==> config.mk <==
export PLATFORM = sky130hd
export DESIGN_NAME = pipe_hazard_ctrl
export DESIGN_NICKNAME = d
export VERILOG_FILES = /design/src/rtl/mips_pkg.sv /design/src/rtl/pipe_hazard_decode.sv /design/src/rtl/pipe_hazard_ctrl.sv
export SDC_FILE = /design/constraint.sdc
export NUM_CORES = 1
export LEC_CHECK = 0
export ABC_AREA = 1
export ABC_CLOCK_PERIOD_IN_PS = 4810
export CAP_MARGIN = 20
export CORE_MARGIN = 2
export CORE_UTILIZATION = 45
export DETAILED_ROUTE_END_ITERATION = 6
export GPL_TIMING_DRIVEN = 0
export HOLD_SLACK_MARGIN = 0.06
export PLACE_DENSITY = 0.85
export SETUP_SLACK_MARGIN = 0.02
export SKIP_CTS_REPAIR_TIMING = 1
export SYNTH_ARGS = -nofsm -noshare
export SYNTH_HDL_FRONTEND = slang
export SYNTH_SLANG_ARGS = --single-unit
==> constraint.sdc <==
create_clock -name clk -period 4.81 [get_ports clk]
set_input_delay 0.962 -clock clk [delete_from_list [all_inputs] [get_ports clk]]
set_output_delay 0.962 -clock clk [all_outputs]
set_load 0.01 [all_outputs]
==> src/rtl/mips_pkg.sv <==
// Shared definitions for the 8-bit MIPS core with 20-bit instructions:
// instruction field positions, opcodes of interest and the hazard FSM states.
package mips_pkg;

  localparam int OPC_MSB = 19;
  localparam int OPC_LSB = 15;
  localparam int RD_MSB  = 14;
  localparam int RD_LSB  = 12;
  localparam int RS_MSB  = 11;
  localparam int RS_LSB  = 9;
  localparam int RT_MSB  = 8;
  localparam int RT_LSB  = 6;

  localparam logic [4:0]  OP_JMP = 5'b10100;
  localparam logic [4:0]  OP_LD  = 5'b10001;
  localparam logic [4:0]  OP_HLT = 5'b11110;
  localparam logic [19:0] NOP    = 20'h00000;

  typedef enum logic [1:0] {
    ST_RUN      = 2'd0,
    ST_JMP_WAIT = 2'd1,
    ST_LD_CHK   = 2'd2,
    ST_HALT     = 2'd3
  } state_t;

  function automatic logic [4:0] op_of(input logic [19:0] ins);
    return ins[OPC_MSB:OPC_LSB];
  endfunction

  function automatic logic [2:0] rd_of(input logic [19:0] ins);
    return ins[RD_MSB:RD_LSB];
  endfunction

  function automatic logic [2:0] rs_of(input logic [19:0] ins);
    return ins[RS_MSB:RS_LSB];
  endfunction

  function automatic logic [2:0] rt_of(input logic [19:0] ins);
    return ins[RT_MSB:RT_LSB];
  endfunction

endpackage

==> src/rtl/pipe_hazard_decode.sv <==
// Combinational decode of the fetched instruction: control-flow opcodes and
// the load-use dependency against the destination of the preceding LD.
module pipe_hazard_decode
  import mips_pkg::*;
(
  input  logic [19:0] ins_pm,
  input  logic [2:0]  ld_rd,
  output logic        is_jmp,
  output logic        is_ld,
  output logic        is_hlt,
  output logic        ld_hazard
);

  logic unused_bits;

  assign is_jmp    = (op_of(ins_pm) == OP_JMP);
  assign is_ld     = (op_of(ins_pm) == OP_LD);
  assign is_hlt    = (op_of(ins_pm) == OP_HLT);
  // Both source fields are compared regardless of opcode; a false hit only costs a bubble.
  assign ld_hazard = (rs_of(ins_pm) == ld_rd) || (rt_of(ins_pm) == ld_rd);

  assign unused_bits = ^{ins_pm[RD_MSB:RD_LSB], ins_pm[5:0]};

endmodule

==> src/rtl/pipe_hazard_ctrl.sv <==
// Pipeline sequencing controller: jump bubbles, load-use interlock, halt and
// external memory hold, plus a saturating count of stall cycles.
module pipe_hazard_ctrl
  import mips_pkg::*;
#(
  parameter int JMP_BUBBLES = 2,
  parameter int CNT_W       = 8
) (
  input  logic             clk,
  input  logic             reset,
  input  logic [19:0]      ins_pm,
  input  logic             ext_hold,
  output logic             pc_en,
  output logic             ifid_en,
  output logic             ifid_flush,
  output logic             idex_flush,
  output logic             pc_ld_jmp,
  output logic             halted,
  output logic [CNT_W-1:0] stall_cnt
);

  localparam logic [1:0] BUB_INIT = 2'(JMP_BUBBLES - 1);

  state_t           state_reg, state_next;
  logic [1:0]       bub_cnt_reg, bub_cnt_next;
  logic [2:0]       ld_rd_reg, ld_rd_next;
  logic [CNT_W-1:0] stall_cnt_reg;
  logic             is_jmp, is_ld, is_hlt, ld_hazard;
  logic             run_decode;
  logic             stall_inc;

  pipe_hazard_decode u_decode (
    .ins_pm    (ins_pm),
    .ld_rd     (ld_rd_reg),
    .is_jmp    (is_jmp),
    .is_ld     (is_ld),
    .is_hlt    (is_hlt),
    .ld_hazard (ld_hazard)
  );

  always_comb begin
    state_next   = state_reg;
    bub_cnt_next = bub_cnt_reg;
    ld_rd_next   = ld_rd_reg;
    pc_en        = 1'b1;
    ifid_en      = 1'b1;
    ifid_flush   = 1'b0;
    idex_flush   = 1'b0;
    pc_ld_jmp    = 1'b0;
    halted       = 1'b0;
    run_decode   = 1'b0;

    if (!reset) begin
      // Present RUN-idle strobes while reset is held, whatever is on ins_pm.
    end else if (state_reg == ST_HALT) begin
      pc_en      = 1'b0;
      ifid_en    = 1'b0;
      ifid_flush = 1'b1;
      halted     = 1'b1;
    end else if (ext_hold) begin
      pc_en   = 1'b0;
      ifid_en = 1'b0;
    end else begin
      case (state_reg)
        ST_JMP_WAIT: begin
          ifid_flush = 1'b1;
          if (bub_cnt_reg != 2'd0) begin
            pc_en        = 1'b0;
            bub_cnt_next = bub_cnt_reg - 2'd1;
          end else begin
            pc_ld_jmp  = 1'b1;
            state_next = ST_RUN;
          end
        end
        ST_LD_CHK: begin
          if (ld_hazard) begin
            pc_en      = 1'b0;
            ifid_en    = 1'b0;
            idex_flush = 1'b1;
            state_next = ST_RUN;
          end else begin
            run_decode = 1'b1;
          end
        end
        default: run_decode = 1'b1;
      endcase
    end

    if (run_decode) begin
      state_next = ST_RUN;
      if (is_jmp) begin
        state_next   = ST_JMP_WAIT;
        bub_cnt_next = BUB_INIT;
      end else if (is_ld) begin
        state_next = ST_LD_CHK;
        ld_rd_next = rd_of(ins_pm);
      end else if (is_hlt) begin
        // Keep the PC parked on the HLT and feed a NOP behind it.
        state_next = ST_HALT;
        pc_en      = 1'b0;
        ifid_flush = 1'b1;
      end
    end
  end

  assign stall_inc = !pc_en && !ext_hold && (state_reg != ST_HALT);
  assign stall_cnt = stall_cnt_reg;

  always_ff @(posedge clk or negedge reset) begin
    if (!reset) begin
      state_reg     <= ST_RUN;
      bub_cnt_reg   <= 2'd0;
      ld_rd_reg     <= 3'd0;
      stall_cnt_reg <= '0;
    end else begin
      state_reg   <= state_next;
      bub_cnt_reg <= bub_cnt_next;
      ld_rd_reg   <= ld_rd_next;
      if (stall_inc && (stall_cnt_reg != {CNT_W{1'b1}}))
        stall_cnt_reg <= stall_cnt_reg + 1'b1;
    end
  end

endmodule

=== Word level (Yosys, flattened, before mapping) ===
Index checks and enable logic that the tools add are counted.

* Add/subtract/negate cells: 2
* Equal/unequal tests: 14
* Mux-type cells: 54
* Bitwise operators: 1
* Reductions and logical operators: 11

{| class="wikitable"
|+ Operators by type and width
! operator !! number
|-
| 2-to-1 mux 1 bit || 35
|-
| 2-to-1 mux 2 bit || 16
|-
| == test 5 bit, second input constant || 3
|-
| adder 8 x 1 -> 8 bit, second input constant || 1
|-
| != test 8 bit, second input constant || 1
|-
| == test 3 bit || 2
|-
| != test 3 bit, second input constant || 2
|-
| AND reduction 6 bit || 1
|-
| == test 2 bit, second input constant || 2
|-
| != test 2 bit, second input constant || 2
|-
| one-hot mux 1 bit (2 select lines) || 2
|-
| one-hot mux 2 bit (2 select lines) || 1
|-
| nonzero test 2 bit || 2
|-
| logical AND 1 bit || 3
|-
| AND reduction 3 bit || 1
|-
| nonzero test 3 bit || 1
|-
| == test 2 x 1 -> 1 bit, second input constant || 1
|-
| zero test 1 bit || 2
|-
| != test 2 x 1 -> 1 bit, second input constant || 1
|-
| subtractor 2 x 1 -> 2 bit, second input constant || 1
|-
| logical OR 1 bit || 1
|-
| NOT 1 bit || 1
|}

* Flip-flop bits (word level): 15
* Input port bits: 23
* Output and inout port bits: 14
* Logic and storage cells: 86

=== Logic depth before layout (Yosys ltp) ===
* Depth in word-level cells: 15
* Gate-level depth with buffers: 12
* Mapped depth without buffers: 12

=== By module ===
A second synthesis with hierarchy kept.

* Cells, all modules: 151
* Area, all modules: 1109.8 um^2

{| class="wikitable"
|+ By module, submodules not included
! module !! instances !! cells each !! area each (um^2) !! seq. area each (um^2)
|-
| pipe_hazard_ctrl || 1 || 120 || 969.7 || 375.4
|-
| pipe_hazard_decode || 1 || 31 || 140.1 || 0.0
|}

=== Worst setup path after synthesis ===
OpenSTA, ideal clock, no wires.

* Path type: input port to output port
* From: input ext_hold
* To: output pc_en
* Arrival: 1.748 ns
* Data required time: 3.848 ns
* Path slack: 2.100 ns
* Stages: 7
* Path buffers: 0
* Cells stage by stage: nor2_4 -> nand2_2 -> a21oi_2 -> a21boi_4 -> nand2_4 -> nand2_8 -> inv_2

* Longest elaborated chain between the ends: 7
* Elaborated cells on any way between the ends: 10
* Those cells by class: mux: 10

{| class="wikitable"
|+ Ends and longest elaborated chain
! element !! RTL line !! source
|-
| start: declaration || pipe_hazard_ctrl.sv:12 || <nowiki>input logic ext_hold,</nowiki>
|-
| 2-to-1 mux 1 bit || pipe_hazard_ctrl.sv:60 || <nowiki>end else if (ext_hold) begin</nowiki>
|-
| 2-to-1 mux 1 bit || pipe_hazard_ctrl.sv:55 || <nowiki>end else if (state_reg == ST_HALT) begin</nowiki>
|-
| 2-to-1 mux 1 bit || pipe_hazard_ctrl.sv:53 || <nowiki>if (!reset) begin</nowiki>
|-
| 2-to-1 mux 1 bit || pipe_hazard_ctrl.sv:97 || <nowiki>end else if (is_hlt) begin</nowiki>
|-
| 2-to-1 mux 1 bit || pipe_hazard_ctrl.sv:94 || <nowiki>end else if (is_ld) begin</nowiki>
|-
| 2-to-1 mux 1 bit || pipe_hazard_ctrl.sv:91 || <nowiki>if (is_jmp) begin</nowiki>
|-
| 2-to-1 mux 1 bit * || pipe_hazard_ctrl.sv:89 || <nowiki>if (run_decode) begin</nowiki>
|-
| end: declaration || pipe_hazard_ctrl.sv:13 || <nowiki>output logic pc_en,</nowiki>
|}

Mark *: on every way between the ends. The rest lies on a longest branch, timed or not.

=== Final worst setup path ===
* From: input reset
* To: output pc_en

* Longest elaborated chain between the ends: 5
* Elaborated cells on any way between the ends: 6
* Those cells by class: mux: 6

{| class="wikitable"
|+ Ends and longest elaborated chain
! element !! RTL line !! source
|-
| start: declaration || pipe_hazard_ctrl.sv:10 || <nowiki>input logic reset,</nowiki>
|-
| 2-to-1 mux 1 bit || pipe_hazard_ctrl.sv:53 ||
|-
| 2-to-1 mux 1 bit || pipe_hazard_ctrl.sv:97 ||
|-
| 2-to-1 mux 1 bit || pipe_hazard_ctrl.sv:94 ||
|-
| 2-to-1 mux 1 bit || pipe_hazard_ctrl.sv:91 ||
|-
| 2-to-1 mux 1 bit * || pipe_hazard_ctrl.sv:89 ||
|}

Marks and branches as above.

==> flow_summary.toml <==
[global_route]
overflow = 0
grt_antenna_before_repair = 0
grt_pass1_vias = 1057
top_usage_layer = "met2"
grt_use_met1_pct = 22.6
grt_pass1_wl_um = 4160
grtUsageMet2_pct = 37.5
use_met3_pct = 2.00
groute.usage.overall_pct = 20.1
grt_max_degree = 22

[yosys]
syn-instance-count = 144
yosys_warnings = 0
synth_fp_nets = 171
synth_top_area_share_pct = 35.5
synthTopCellsByArea = "dfrtp_1, nand2_1, nand3_1"
synth_area_um2 = 1060
post-synth-top-area-cell = "dfrtp_1"
yosys_register_bits = 15
async_flop_share_pct = 100
synth-edff-count = 0
ys.flop_type = "dfrtp_1"
synth_area_per_cell_um2 = 7.34
ys_types = 22
yosysSeqAreaShare_pct = 35.5

[floorplanning]
die_w_um = 52.5
initial_core_util_pct = 47.8
die_area_um2 = 2750
num_rows = 17
die-height_um = 52.5
core-area_um2 = 2210
ios = 37

[clocking]
htree_num_levels = 1
numCtsBuffers = 3
cts-root-buf = "clkbuf_4"
cts_tree = "done"
cts.path.max_buffers = 2
insertion_delay_ns = 0.28
clkSinkCount = 15
path_clk_slew_ns = 0.09

[sta]
hold_violations = 0
fin_crit_sh_pct = 89.3
relSlewSlack_pct = 42.9
drv_slew = 0
worstMarginPinSlew_ns = 0.854
period_minus_slack_ns = 4.29
rsz0062_at_grt = "no"
tns_ns = 0
setup_violations = 0
timing.fmax_mhz = 233
fin_skew_ns = 0.00307
hold_ws_ns = 0.534

[layout]
final_cells = 206
area_growth_pct = 34.3
drive_gt1_share_pct = 9.55
layout_commonest_cell = "nand2_1"
final_cell_mix = "nand2_1, clkdlybuf4s50_1, nand3_1"
final_cell_area_um2 = 1420
filler_cell_count = 213
largest_reg_flops = 8
fin_nets = 206
diodes = 0

[place]
post-dp-hpwl_um = 1920
place_area_um2 = 1390
dp_cells = 202
io_buffer_count = 30
place.gp.congestion = 0.847

[worst_setup_path]
worstPathCellList = "clkdlybuf4s50_1 -> nand2_2 -> a21oi_2 -> a21boi_4 -> nand2_4 -> nand2_8 -> inv_2 -> clkdlybuf4s50_1"
critical_path.max_stage_delay_ns = 1.03
reg2reg_depth = 10
start_kind = "input port"
slowest_stage = "clkdlybuf4s50_1"
cp.required_ns = 3.85
crit_start = "reset"
arrival_ns = 3.33
path_class = "input port to output pin"
rr_startpoint = "state_reg[0]"
cp_common_cell = "clkdlybuf4s50_1"
worst_setup_path_end_kind = "output pin"
critPathMaxFanout = 21

[route]
antenna_left = 0
vias = 1038
wirelength_um = 2480
vias_per_cell = 5.04
wire_per_inst_um = 12.0
firstDrtPassIters = 4
drc = 0
drtIter0Drc = 9

[pwr]
max-vdd-ir-drop_mv = 0.225
pwr-share-clk_pct = 19.2
comb_power_share_pct = 34.8
p_per_area_nw_per_um2 = 259
swShare_pct = 34.2
seq_power_share_pct = 46.0
p_int_w = 0.000242
power.switching_w = 0.000126
p_leak_nw = 0.714

[worst_hold_path]
whs_path_depth = 2
worstHoldStart = "stall_cnt[4]"
hold_path_class = "register to register"

[run_status]
status = "completed"

[job]
max_cap_viol_count = 0
[stage by stage]
step / utilization (%) / power, W / setup WS (ns)
finish: 64.2 / 0.000368 / 0.517
detailed placement: 63.0 / 0.000299 / 0.469
global placement: 63.0 / 0.000292 / 0.485
global route: 64.2 / 0.000396 / 0.266
floorplan: - / 0.000235 / 2.10
CTS: 64.2 / 0.000374 / 0.469
[cell usage after synthesis, drive strengths merged, types with 3 or more instances]
master / number
nand3: 18
inv: 21
o21ai: 3
nand2: 52
dfrtp: 15
xor2: 4
a21oi: 4
ha: 4
nor3: 3
xnor2: 3
nor2: 10
[cell families after synthesis]
family	count (synthesis)	synth area share, %
fa+ha+maj	4	4.73
xor+xnor	7	5.80
buf+inv	21	7.46
flops	15	35.5
compound gates	9	6.86
simple gates	88	39.6
[critical path: cells and delay by family]
family	cells	cell delay (ns)
buffers and inverters	3	1.53
AND/OR/NAND/NOR	3	0.43
AO/OA/AOI/OAI	2	0.41
[area by class of cell]
| cell class | instances | area [um2] | area share [%] |
|---|---|---|---|
| clock inverters | 1 | 5.00 | 0.352 |
| repair buffers | 30 | 300 | 21.1 |
| inverters | 21 | 78.8 | 5.55 |
| clock buffers | 3 | 22.5 | 1.59 |
| multi-input cells | 108 | 603 | 42.5 |
| flip-flops and latches | 15 | 375 | 26.4 |
| well taps | 28 | 35.0 | 2.47 |
[power by group through the flow]
stage | logic (W) | clock network, W | registers (W)
2_1_floorplan | 0.0000621 | 0 | 0.000173
3_3_place_gp | 0.000123 | 0 | 0.000169
3_5_place_dp | 0.000129 | 0 | 0.000170
4_1_cts | 0.000129 | 0.0000760 | 0.000169
5_1_grt | 0.000145 | 0.0000796 | 0.000172
6_report | 0.000128 | 0.0000706 | 0.000169
[routing by layer]
layer / vias to the layer above / wire, um
li1: 525 / -
met1: 474 / 1060
met2: 33 / 1250
met3: 6 / 145
met4: 0 / 24
met5: - / 0
[path summary, 6_finish.rpt]
path	slack, ns	endpoint
worst min register to register	0.53	stall_cnt[4]
worst min-delay path	0.53	stall_cnt[4]
worst max register to register	2.83	stall_cnt[4]
min in group asynchronous	1.16	stall_cnt[0]
worst max-delay path	0.52	pc_en
max in group asynchronous	3.12	bub_cnt_reg[0]
Note: power is estimated with default switching activity, not from simulation.
